<file path="src/rtl/imem_pkg.sv">
// Shared types and constants for the instruction-memory access controller.
// Holds the sequencer state encoding, the word geometry and the fetch-error filler word.
package imem_pkg;

  typedef enum logic [1:0] {
    ST_IDLE = 2'd0,
    ST_RD   = 2'd1,
    ST_WR   = 2'd2
  } state_e;

  localparam int          BYTES_PER_WORD = 4;
  localparam logic [31:0] NOP_INSTR      = 32'h0000_0013;

endpackage

</file>
<file path="src/rtl/imem_rr_arb2.sv">
// Two-way round-robin arbiter: on a tie the requester not granted last time wins.
// The priority pointer moves only when advance_i is high and something is granted.
module imem_rr_arb2 (
  input  logic       clk,
  input  logic       rst_n,
  input  logic [1:0] req_i,
  input  logic       advance_i,
  output logic [1:0] gnt_o
);

  // prio_q=0: requester 0 wins a tie, prio_q=1: requester 1 wins a tie
  logic prio_q;
  logic prio_d;

  always_comb begin
    gnt_o  = 2'b00;
    prio_d = prio_q;
    if (req_i == 2'b11) begin
      gnt_o = prio_q ? 2'b10 : 2'b01;
    end else begin
      gnt_o = req_i;
    end
    if (advance_i && (gnt_o != 2'b00)) begin
      prio_d = gnt_o[0];
    end
  end

  always_ff @(posedge clk or negedge rst_n) begin
    if (!rst_n) begin
      prio_q <= 1'b0;
    end else begin
      prio_q <= prio_d;
    end
  end

endmodule

</file>
<file path="src/rtl/imem_access_ctrl.sv">
// Shares a byte-wide single-port instruction memory between the fetch path (32-bit
// big-endian word reads, one byte per cycle) and the program loader (byte writes).
module imem_access_ctrl #(
  parameter int          ADDR_W    = 32,
  parameter int          MEM_BYTES = 32,
  parameter logic [31:0] NOP_INSTR = imem_pkg::NOP_INSTR
) (
  input  logic              clk,
  input  logic              rst_n,
  input  logic              fetch_req_i,
  input  logic [ADDR_W-1:0] fetch_addr_i,
  output logic              fetch_ready_o,
  output logic              fetch_valid_o,
  output logic [31:0]       fetch_instr_o,
  output logic              fetch_err_o,
  input  logic              load_req_i,
  input  logic [ADDR_W-1:0] load_addr_i,
  input  logic [7:0]        load_data_i,
  output logic              load_ack_o,
  output logic              load_err_o,
  output logic [ADDR_W-1:0] mem_addr_o,
  output logic              mem_we_o,
  output logic [7:0]        mem_wdata_o,
  input  logic [7:0]        mem_rdata_i,
  output logic              busy_o
);
  import imem_pkg::*;

  state_e            state_q, state_d;
  logic [1:0]        beat_q, beat_d;
  logic [ADDR_W-1:0] base_q, base_d;
  logic [23:0]       word_q, word_d;
  logic [ADDR_W-1:0] laddr_q, laddr_d;
  logic [7:0]        ldata_q, ldata_d;
  logic [31:0]       instr_q, instr_d;
  logic              valid_q, valid_d;
  logic              err_q, err_d;

  logic [1:0]        gnt;
  logic [ADDR_W:0]   fetch_last;
  logic              fetch_bad;
  logic              laddr_oob;

  // index 0 is fetch, index 1 is load; the pointer reset value favours fetch
  imem_rr_arb2 u_arb (
    .clk       (clk),
    .rst_n     (rst_n),
    .req_i     ({load_req_i, fetch_req_i}),
    .advance_i (state_q == ST_IDLE),
    .gnt_o     (gnt)
  );

  // One extra bit so an address near the top of the space cannot wrap into range
  assign fetch_last = {1'b0, fetch_addr_i} + (ADDR_W+1)'(BYTES_PER_WORD - 1);
  assign fetch_bad  = (fetch_addr_i[1:0] != 2'b00) ||
                      (fetch_last >= (ADDR_W+1)'(MEM_BYTES));
  assign laddr_oob  = laddr_q >= ADDR_W'(MEM_BYTES);

  always_comb begin
    state_d       = state_q;
    beat_d        = beat_q;
    base_d        = base_q;
    word_d        = word_q;
    laddr_d       = laddr_q;
    ldata_d       = ldata_q;
    instr_d       = instr_q;
    valid_d       = 1'b0;
    err_d         = err_q;
    fetch_ready_o = 1'b0;
    load_ack_o    = 1'b0;
    load_err_o    = 1'b0;
    mem_addr_o    = '0;
    mem_we_o      = 1'b0;
    mem_wdata_o   = '0;
    unique case (state_q)
      ST_IDLE: begin
        if (gnt[0]) begin
          fetch_ready_o = 1'b1;
          if (fetch_bad) begin
            // Rejected fetch never touches memory; answer with a NOP next cycle
            valid_d = 1'b1;
            err_d   = 1'b1;
            instr_d = NOP_INSTR;
          end else begin
            base_d  = fetch_addr_i;
            beat_d  = 2'd0;
            state_d = ST_RD;
          end
        end else if (gnt[1]) begin
          laddr_d = load_addr_i;
          ldata_d = load_data_i;
          state_d = ST_WR;
        end
      end
      ST_RD: begin
        mem_addr_o = base_q + ADDR_W'(beat_q);
        word_d     = {word_q[15:0], mem_rdata_i};
        beat_d     = beat_q + 2'd1;
        if (beat_q == 2'(BYTES_PER_WORD - 1)) begin
          instr_d = {word_q, mem_rdata_i};
          valid_d = 1'b1;
          err_d   = 1'b0;
          state_d = ST_IDLE;
        end
      end
      ST_WR: begin
        mem_addr_o  = laddr_q;
        mem_wdata_o = ldata_q;
        mem_we_o    = !laddr_oob;
        load_ack_o  = 1'b1;
        load_err_o  = laddr_oob;
        state_d     = ST_IDLE;
      end
      default: state_d = ST_IDLE;
    endcase
  end

  always_ff @(posedge clk or negedge rst_n) begin
    if (!rst_n) begin
      state_q <= ST_IDLE;
      beat_q  <= 2'd0;
      base_q  <= '0;
      word_q  <= '0;
      laddr_q <= '0;
      ldata_q <= '0;
      instr_q <= '0;
      valid_q <= 1'b0;
      err_q   <= 1'b0;
    end else begin
      state_q <= state_d;
      beat_q  <= beat_d;
      base_q  <= base_d;
      word_q  <= word_d;
      laddr_q <= laddr_d;
      ldata_q <= ldata_d;
      instr_q <= instr_d;
      valid_q <= valid_d;
      err_q   <= err_d;
    end
  end

  assign fetch_valid_o = valid_q;
  assign fetch_instr_o = instr_q;
  assign fetch_err_o   = err_q;
  assign busy_o        = (state_q != ST_IDLE);

endmodule

</file>
<file path="config.mk">
export PLATFORM = sky130hd
export DESIGN_NAME = imem_access_ctrl
export DESIGN_NICKNAME = d
export VERILOG_FILES = /design/src/rtl/imem_pkg.sv /design/src/rtl/imem_rr_arb2.sv /design/src/rtl/imem_access_ctrl.sv
export SDC_FILE = /design/constraint.sdc
export NUM_CORES = 1
export LEC_CHECK = 0
export ABC_CLOCK_PERIOD_IN_PS = 3850
export CAP_MARGIN = 5
export CORE_ASPECT_RATIO = 1.4
export CORE_MARGIN = 10
export CORE_UTILIZATION = 50
export CTS_BUF_LIST = sky130_fd_sc_hd__clkbuf_16
export DETAILED_ROUTE_END_ITERATION = 8
export PLACE_DENSITY = 0.89
export SLEW_MARGIN = 30
export SYNTH_ARGS = -nofsm -noshare
export SYNTH_HDL_FRONTEND = slang
export SYNTH_HIERARCHICAL = 1
export SYNTH_SLANG_ARGS = --single-unit
</file>
<file path="constraint.sdc">
create_clock -name clk -period 3.85 [get_ports clk]
set_input_delay 1.155 -clock clk [delete_from_list [all_inputs] [get_ports clk]]
set_output_delay 1.155 -clock clk [all_outputs]
set_load 0.01 [all_outputs]
</file>
* Yosys cells after proc, flatten, opt, wreduce, memory -nomap -nowiden *
Cells that the tools add are included.

word-level totals
  output and inout bits = 79
  register bits = 135
  input port bits = 84
  word-level logic and storage cells = 69

operators by class
  add/subtract/negate cells = 3
  eq/ne operators = 10
  reductions and logical operators = 13
  order comparisons = 2
  muxes and demuxes = 29
  bitwise gates (word level) = 2

operators by type and width
  operator               count
  $pmux 32 s2            2
  $mux 32                3
  $add 32x2->33 const B  1
  $ge 33x6->1 const B    1
  $add 32x2->32          1
  $ge 32x6->1 const B    1
  $mux 2                 8
  $reduce_and 3->1       4
  $mux 1                 11
  $mux 8                 1
  $ne 2x2->1 const B     4
  $pmux 2 s2             2
  $reduce_bool 2->1      4
  $eq 2x2->1 const B     3
  $ne 3x3->1 const B     2
  $pmux 1 s2             2
  $reduce_and 4->1       1
  $add 2x1->2 const B    1
  $eq 2x1->1 const B     1
  $logic_not 2->1        1
  $not 1->1              2
  $logic_and 1x1->1      1
  $logic_not 1->1        1
  $logic_or 1x1->1       1

* Logic depth before layout (Yosys ltp) *
Gate-level depths: netlist (run 1).

  depth after elaboration = 6
  gate-level depth with buffers = 10
  gate-level depth less buffers = 10

* Cells and area by module *
The synthesis (run 1) kept the hierarchy.

modules (own cells, without submodules)
  module            sequential area each (um^2)  area each (um^2)  times used  cells an instance
  imem_access_ctrl  3353.2                       6642.6            1           578
  imem_rr_arb2      25.0                         55.1              1           6

* Worst setup path after synthesis (run 1) *
No wires, ideal clock.

  path type = input port to flip-flop
  from = input port fetch_addr_i[2]
  to = register base_q[4]
  path buffers = 2
  slack = 385 ps
  required time = 3725 ps
  stages on the path = 9
  arrival time = 3341 ps
  setup time = 125 ps
  cells stage by stage = nand4_2 -> nor4_4 -> buf_6 -> nand4_1 -> a2111o_1 -> nor3_1 -> and2_4 -> buf_6 -> mux2_2

on the way
  longest elaborated chain between the ends = 5

ends and longest elaborated chain
  what                               line                     RTL
  start: declaration                 imem_access_ctrl.sv:11   input logic [ADDR_W-1:0] fetch_addr_i,
  $add 32x2->33                      imem_access_ctrl.sv:54   assign fetch_last = {1'b0, fetch_addr_i} + (ADDR_W+1)'(BYTES_PER_WORD - 1);
  $ge 33x6->1                        imem_access_ctrl.sv:56   (fetch_last >= (ADDR_W+1)'(MEM_BYTES));
  $logic_or 1x1->1                   imem_access_ctrl.sv:55   assign fetch_bad = (fetch_addr_i[1:0] != 2'b00) ||
  $not 1->1 (no source line)         --
  $reduce_and 3->1 (no source line)  --
  end signal: assignment             imem_access_ctrl.sv:132  base_q <= base_d;
  end: declaration                   imem_access_ctrl.sv:31   logic [ADDR_W-1:0] base_q, base_d;

No other way between the ends.
A chain may end at the register's enable or synchronous reset.

* Worst setup path in the final report (run 1) *
  from = register beat_q[1]
  to = output port mem_addr_o[27]

on the way
  longest elaborated chain between the ends = 2

ends and longest elaborated chain
  what                      line                     RTL
  start: declaration        imem_access_ctrl.sv:30   logic [1:0] beat_q, beat_d;
  start signal: assignment  imem_access_ctrl.sv:131  beat_q <= beat_d;
  $add 32x2->32             imem_access_ctrl.sv:96   mem_addr_o = base_q + ADDR_W'(beat_q);
  $pmux 32 s2               imem_access_ctrl.sv:75   unique case (state_q)
  end: declaration          imem_access_ctrl.sv:21   output logic [ADDR_W-1:0] mem_addr_o,

No other way between the ends.

==> results of run 1 <==
[area by class of cell]
class | instances | share of cell area
Clock inverter | 15 | 0.0136
Multi-Input combinational cell | 401 | 0.334
Inverter | 17 | 0.00673
Tap cell | 182 | 0.0240
Timing Repair Buffer | 223 | 0.220
Clock buffer | 17 | 0.0449
Sequential cell | 135 | 0.356
[metal layers]
metal	vias to the layer above	global-route usage	part of all wire
met5	-	0	0
met4	0	0.0762	0.025
met3	44	0.0663	0.067
met2	256	0.388	0.53
met1	2799	0.237	0.38
li1	2548	-	-
[layout by cell type (no fill, tap or decap), types with 7 or more instances in the layout]
master / Yosys / routed
nor3_1: 9 / 7
dfrtp_1: 135 / 135
nor2b_1: 59 / 59
inv_1: 17 / 17
clkbuf_2: 0 / 8
nand2_1: 21 / 20
a21oi_1: 8 / 8
mux2_2: 68 / 68
nand4_1: 14 / 14
a22oi_1: 30 / 30
and2_1: 10 / 10
dlygate4sd2_1: 0 / 12
nor2_1: 17 / 12
clkdlybuf4s50_1: 0 / 133
xor2_1: 13 / 13
xnor2_1: 17 / 15
nand3_1: 25 / 22
clkbuf_16: 0 / 17
o21ai_0: 10 / 8
and3_1: 12 / 11
buf_4: 0 / 56
a22o_1: 27 / 27
nor4_1: 9 / 9
[synth_stat cells, drive strengths merged (6+ instances only)]
cell type	n	area share
a21oi	9	0.0073
a22o	29	0.038
a22oi	30	0.034
and2	11	0.011
and3	13	0.012
buf	17	0.019
clkbuf	13	0.0073
dfrtp	135	0.50
ha	6	0.011
inv	17	0.0095
mux2	68	0.11
nand2	21	0.012
nand3	25	0.019
nand4	15	0.015
nor2	17	0.0095
nor2b	59	0.055
nor3	9	0.0067
nor4	10	0.012
o21ai	10	0.0075
xnor2	17	0.022
xor2	13	0.017
[power groups by stage]
| stage | clock network, uW | logic, uW | registers [uW] |
|---|---|---|---|
| 2_1_floorplan | 0 | 739 | 1780 |
| 5_1_grt | 1600 | 1390 | 1860 |
| 3_5_place_dp | 0 | 1340 | 1870 |
| 3_3_place_gp | 0 | 1290 | 1840 |
| 4_1_cts | 1530 | 1300 | 1840 |
| 6_report | 1510 | 1290 | 1840 |
[state kept, by name (all words and copies together), names as in the netlist]
register and flops:
u_arb/prio_q 1, base_q 32, state_q 2, beat_q 2, laddr_q 32, ldata_q 8
fetch_err_o 1, fetch_instr_o 32, word_q 24, fetch_valid_o 1
[repair_timing]
item / CTS / global route
pin swaps: 3 / 4
endpoints found under the setup margin: 26 / 57
buffers inserted: 8 / 3
resized for setup: 40 / 38
hold endpoints to repair: 0 / 0
[cell families (layout without fill, tap and decap cells)]
family	after synthesis	in the layout	synth area share
simple gates	189	189	0.163
flops	135	135	0.504
compound gates	106	106	0.126
mux	69	69	0.116
buf+inv	48	272	0.0374
xor+xnor	30	30	0.0392
fa+ha+maj	7	7	0.0142
[worst min-delay path by stage]
stage / from / endpoint / cells after the start
after CTS: ldata_q[7]$_DFFE_PN0P_ / ldata_q[7]$_DFFE_PN0P_ / 1
after global routing: ldata_q[7]$_DFFE_PN0P_ / ldata_q[7]$_DFFE_PN0P_ / 1
after detailed placement: fetch_instr_o[9]$_DFFE_PN0P_ / fetch_instr_o[9]$_DFFE_PN0P_ / 1
after global placement: ldata_q[2]$_DFFE_PN0P_ / ldata_q[2]$_DFFE_PN0P_ / 1
after floorplan: u_arb/prio_q$_DFFE_PN0P_ / u_arb/prio_q$_DFFE_PN0P_ / 1
final: ldata_q[5]$_DFFE_PN0P_ / ldata_q[5]$_DFFE_PN0P_ / 1
[per-stage QoR]
stage                     setup TNS, ns  cells  instance area, um^2  hold slack [ns]  setup WS [ns]
after floorplan                       0    584                 6700            0.467          0.385
after global placement            -5.57    947                 8800            0.479         -0.163
after detailed placement         -12.31    947                 8800            0.482         -0.259
after CTS                             0    987                 9430            0.500        0.00250
after global routing             -0.276    990                 9480            0.507         -0.106
final                                 0    990                 9480            0.497        0.00345
[critical path, cell delays in order, from the launching register on]
cell and delay [ns]:
dfrtp_1 0.38, ha_1 0.28, a21o_1 0.14, nand2_1 0.11
nor3_2 0.17, buf_4 0.17, nand3_4 0.11, nor2_4 0.14
buf_4 0.13, buf_4 0.09, nand3_1 0.11, xor2_1 0.18
o21ai_1 0.12, buf_2 0.14
==> results.sh, run 1 <==
export IMPL_overflow=0
export IMPL_leakagePower_uw=0.00434
export IMPL_utilization=0.715
export IMPL_yosysSeqAreaShare=0.504
export IMPL_switching_share=0.304
export IMPL_drtAntennaViolNets=0
export IMPL_relSlewSlack=0.519
export IMPL_htreeDepth=4
export IMPL_dieWidth_um=118
export IMPL_vias=5647
export IMPL_synth_edf_count=0
export IMPL_ys_flop_type="dfrtp_1"
export IMPL_fin_nets=886
export IMPL_clk_pin_slew_worst_paths_ns=0.06
export IMPL_drive_gt1_frac=0.250
export IMPL_grt_pass1_wl_um=32500
export IMPL_fp_coreArea_mm2=0.0133
export IMPL_critPathLaunch="beat_q[1]$_DFFE_PN0P_"
export IMPL_final_min_clock_period_ns=3.85
export IMPL_portBuffers=162
export IMPL_synthesis_nets=675
export IMPL_clock_latency_ns=0.42
export IMPL_die_area_mm2=0.0185
export IMPL_p_comb_frac=0.278
export IMPL_criticalPathCategory="reg -> out"
export IMPL_p_sw_uw=1410
export IMPL_status="complete, no violations"
export IMPL_rsz0062_at_grt="yes"
export IMPL_cts_sinks=135
export IMPL_r2r_start="state_q[1]$_DFFE_PN0P_"
export IMPL_crit_fanout=2
export IMPL_cts_root_buf="clkbuf_16"
export IMPL_worstPathArrival_ns=2.69
export IMPL_vdd_drop_max_v=0.000258
export IMPL_cts_tree="yes"
export IMPL_slew_viol_final=0
export IMPL_regArea_mm2=0.00338
export IMPL_endpoint_kind="output port"
export IMPL_n_antenna_cell=0
export IMPL_seq_power_share=0.397
export IMPL_gp_congestion=0.899
export IMPL_rows=50
export IMPL_skew_ns=0.0120
export IMPL_multi_input_area_mm2=0.00317
export IMPL_io_pins=163
export IMPL_ys_ff_latch=135
export IMPL_hpwlAfterDp_um=14400
export IMPL_grt_pass1_vias=6078
export IMPL_cts_buffers=17
export IMPL_grt_usage=0.216
export IMPL_ff2ff_path_depth=7
export IMPL_start_util=0.505
export IMPL_hold_viol=0
export IMPL_r2r_end="fetch_instr_o[29]$_DFFE_PN0P_"
export IMPL_cap_viol_max_count=0
export IMPL_async_reset_ff_frac=1.00
export IMPL_ys_types=61
export IMPL_yosys_warnings=6
export IMPL_syn_inst=584
export IMPL_fmax_mhz=260
export IMPL_power_internal_uw=3230
export IMPL_die_h_um=157
export IMPL_antenna_found_initial=0
export IMPL_critPathRequiredTime_ns=2.69
export IMPL_powerDensity_mw_per_mm2=491
export IMPL_tightest_slew_ns=0.722
export IMPL_area_delta_synth_final_pct=41.5
export IMPL_grt_max_degree=56
export IMPL_fillers=929
export IMPL_cts_buffer_depth=2
export IMPL_hp_class="reg -> reg"
export IMPL_total_power_uw=4650
export IMPL_regToRegSetupSlack_ns=1.32
export IMPL_crit_end="mem_addr_o[27]"
export IMPL_p_clk_frac=0.325
export IMPL_drc=0
export IMPL_synth_area_mm2=0.00670
export IMPL_syn_avg_cell_area_um2=11.5
export IMPL_first_iter_violations=489
export IMPL_setup_viol=0
export IMPL_routed_wirelength_um=20500
export IMPL_wire_per_inst_um=20.7
export IMPL_first_pass_iters=5
export IMPL_post_route_period_util=0.999
export IMPL_crit_path_start_kind="flop"
export IMPL_vias_per_cell=5.70
export IMPL_holdBufCountCts=0
Power figures use the tool's default switching activity.
==> run 2: changes to the inputs <==
- CORE_UTILIZATION: 50 -> 52
- CTS_BUF_LIST: sky130_fd_sc_hd__clkbuf_16 -> sky130_fd_sc_hd__clkbuf_8
- GPL_ROUTABILITY_DRIVEN: default -> 1
- PLACE_DENSITY: 0.89 -> 0.91
- RECOVER_POWER: default -> 25
==> results.sh, run 2 (synthesis gave the netlist of run 1 again) <==
export IMPL_status="finished with violations"
export IMPL_failed_checks="capacitance limit, slew limit"
export IMPL_first_iter_violations=363
export IMPL_final_cell_mix="dfrtp_1 (135), clkdlybuf4s50_1 (131), mux2_2 (68), nor2b_1 (59), buf_4 (39)"
export IMPL_grt_pass1_vias=5946
export IMPL_cap_viol_max_count=1
export IMPL_overflow=0
export IMPL_regArea_mm2=0.00338
export IMPL_drive_gt1_frac=0.248
export IMPL_tightest_slew_ns=1.69
export IMPL_portBuffers=162
export IMPL_area_delta_synth_final_pct=36.3
export IMPL_routed_wirelength_um=19100
export IMPL_powerDensity_mw_per_mm2=456
export IMPL_die_area_mm2=0.0179
export IMPL_clock_latency_ns=0.44
export IMPL_rsz0062_at_grt="yes"
export IMPL_fin_ws_ns=0.00567
export IMPL_fillers=859
export IMPL_hpwlAfterDp_um=13700
export IMPL_placed_cell_area_mm2=0.00870
export IMPL_n_antenna_cell=0
export IMPL_htreeDepth=4
export IMPL_critical_path_top_delay_family="simple AND/OR/NAND/NOR gates"
export IMPL_critPathRequiredTime_ns=2.69
export IMPL_wire_per_inst_um=20.2
export IMPL_clk_pin_slew_worst_paths_ns=0.08
export IMPL_start_util=0.525
export IMPL_cts_buffers=17
export IMPL_fin_nets=872
export IMPL_drtAntennaViolNets=0
export IMPL_fp_coreArea_mm2=0.0128
export IMPL_crit_fanout=2
export IMPL_multi_input_area_mm2=0.00318
export IMPL_fmax_mhz=260
export IMPL_cp_common_cell="buf_4"
export IMPL_endpoint_kind="output port"
export IMPL_die_h_um=154
export IMPL_criticalPathCategory="reg -> out"
export IMPL_io_pins=163
export IMPL_relSlewSlack=-0.126
export IMPL_crit_path_start_kind="flop"
export IMPL_fin_area_mm2=0.00913
export IMPL_cp_cell_sequence="ha_1 -> a21o_1 -> nand2_2 -> nor3_2 -> buf_4 -> nand3_4 -> buf_4 -> nor2_1 -> xor2_1 -> a22oi_1 -> nor2b_1 -> clkdlybuf4s15_1"
export IMPL_hold_viol=0
export IMPL_post_route_period_util=0.999
export IMPL_cts_tree="yes"
export IMPL_slowest_stage="dfrtp_1"
export IMPL_rows=49
export IMPL_first_pass_iters=5
export IMPL_grt_pass1_wl_um=30400
export IMPL_grt_max_degree=70
export IMPL_final_min_clock_period_ns=3.84
export IMPL_worstPathArrival_ns=2.69
export IMPL_post_place_ws_ns=-0.292
export IMPL_cts_root_buf="clkbuf_8"
export IMPL_cts_buffer_depth=2
export IMPL_dieWidth_um=116
export IMPL_vias_per_cell=5.78
export IMPL_path_buf_inv=3
export IMPL_hp_class="reg -> reg"
export IMPL_cts_sinks=135
export IMPL_grt_usage=0.211
export IMPL_fin_worst_hold_slack_ns=0.503
export IMPL_drc=0
export IMPL_gp_congestion=0.910
export IMPL_cp_slowest_stage_delay_ns=0.40
export IMPL_antenna_found_initial=0
export IMPL_vdd_drop_max_v=0.000241
export IMPL_slew_viol_final=70
export IMPL_skew_ns=0.00894
export IMPL_final_common_cell="dfrtp_1"
export IMPL_leakagePower_uw=0.00418
export IMPL_setup_viol=0
export IMPL_holdBufCountCts=0
export IMPL_vias=5469
## run 2: cell types whose count changed in the layout (fill, tap and decap cells not counted), moves of 2 or more
cell,delta
clkbuf_8,+18
buf_4,-17
clkbuf_16,-17
clkinv_2,+5
clkbuf_2,+4
clkinv_1,-3
nor2_1,+3
buf_2,+2
clkdlybuf4s50_1,-2
clkinv_4,-2
dlygate4sd2_1,-2
inv_6,-2
nor2_4,-2
## run 2: worst reg2reg max path: stages, from the launching register on
cell and delay (ns):
dfrtp_1 0.41, inv_1 0.10, ha_2 0.56, buf_4 0.47, nor2b_1 0.35, a21o_2 0.18
buf_12 0.17, a22o_1 0.16
## run 2: worst paths after layout
kind	to	cells after the start	startpoint	slack [ns]
worst max-delay path	mem_addr_o[21]	12	base_q[1]$_DFFE_PN0P_	0.006
worst max register to register	fetch_instr_o[13]$_DFFE_PN0P_	7	state_q[1]$_DFFE_PN0P_	1.37
worst min-delay path	ldata_q[3]$_DFFE_PN0P_	1	ldata_q[3]$_DFFE_PN0P_	0.50
min in group asynchronous	laddr_q[31]$_DFFE_PN0P_	1	rst_n	1.14
max in group asynchronous	laddr_q[5]$_DFFE_PN0P_	2	rst_n	0.42
worst min register to register	ldata_q[3]$_DFFE_PN0P_	1	ldata_q[3]$_DFFE_PN0P_	0.50
## run 2: power breakdown
group | internal, uW | total (uW) | leakage [uW] | switching (uW)
Sequential | 1650 | 1830 | 0.00177 | 181
Clock | 518 | 1060 | 0.000176 | 539
Combinational | 697 | 1280 | 0.00223 | 582
## run 2: cell type report
cell class                 count  area share
clock buffer                  18      0.0271
clock inverter                13      0.0118
inverter                      17     0.00699
multi-input combinational    401       0.348
sequential                   135       0.370
tap                          153      0.0210
timing repair buffer         209       0.215
## run 2: what timing repair did
action / CTS / global route
setup buffers: 4 / 6
resized for setup: 52 / 41
pin swaps: 3 / 9
endpoints found under the setup margin: 26 / 23
## run 2: through the flow
stage / utilization / cells / setup TNS [ns] / power (uW)
floorplan: - / 584 / 0 / 2520
global placement: 0.682 / 907 / -4.02 / 3120
detailed placement: 0.682 / 907 / -14.38 / 3180
CTS: 0.715 / 942 / 0 / 4190
global route: 0.716 / 946 / -3.14 / 4380
finish: 0.716 / 946 / 0 / 4170
## run 2: per-layer routing
layer | part of all wire | GRT usage | vias to the layer above
met3 | 0.083 | 0.0736 | 31
met4 | 0.020 | 0.0753 | 0
li1 | - | - | 2517
met5 | 0 | 0 | -
met2 | 0.52 | 0.360 | 202
met1 | 0.38 | 0.237 | 2719
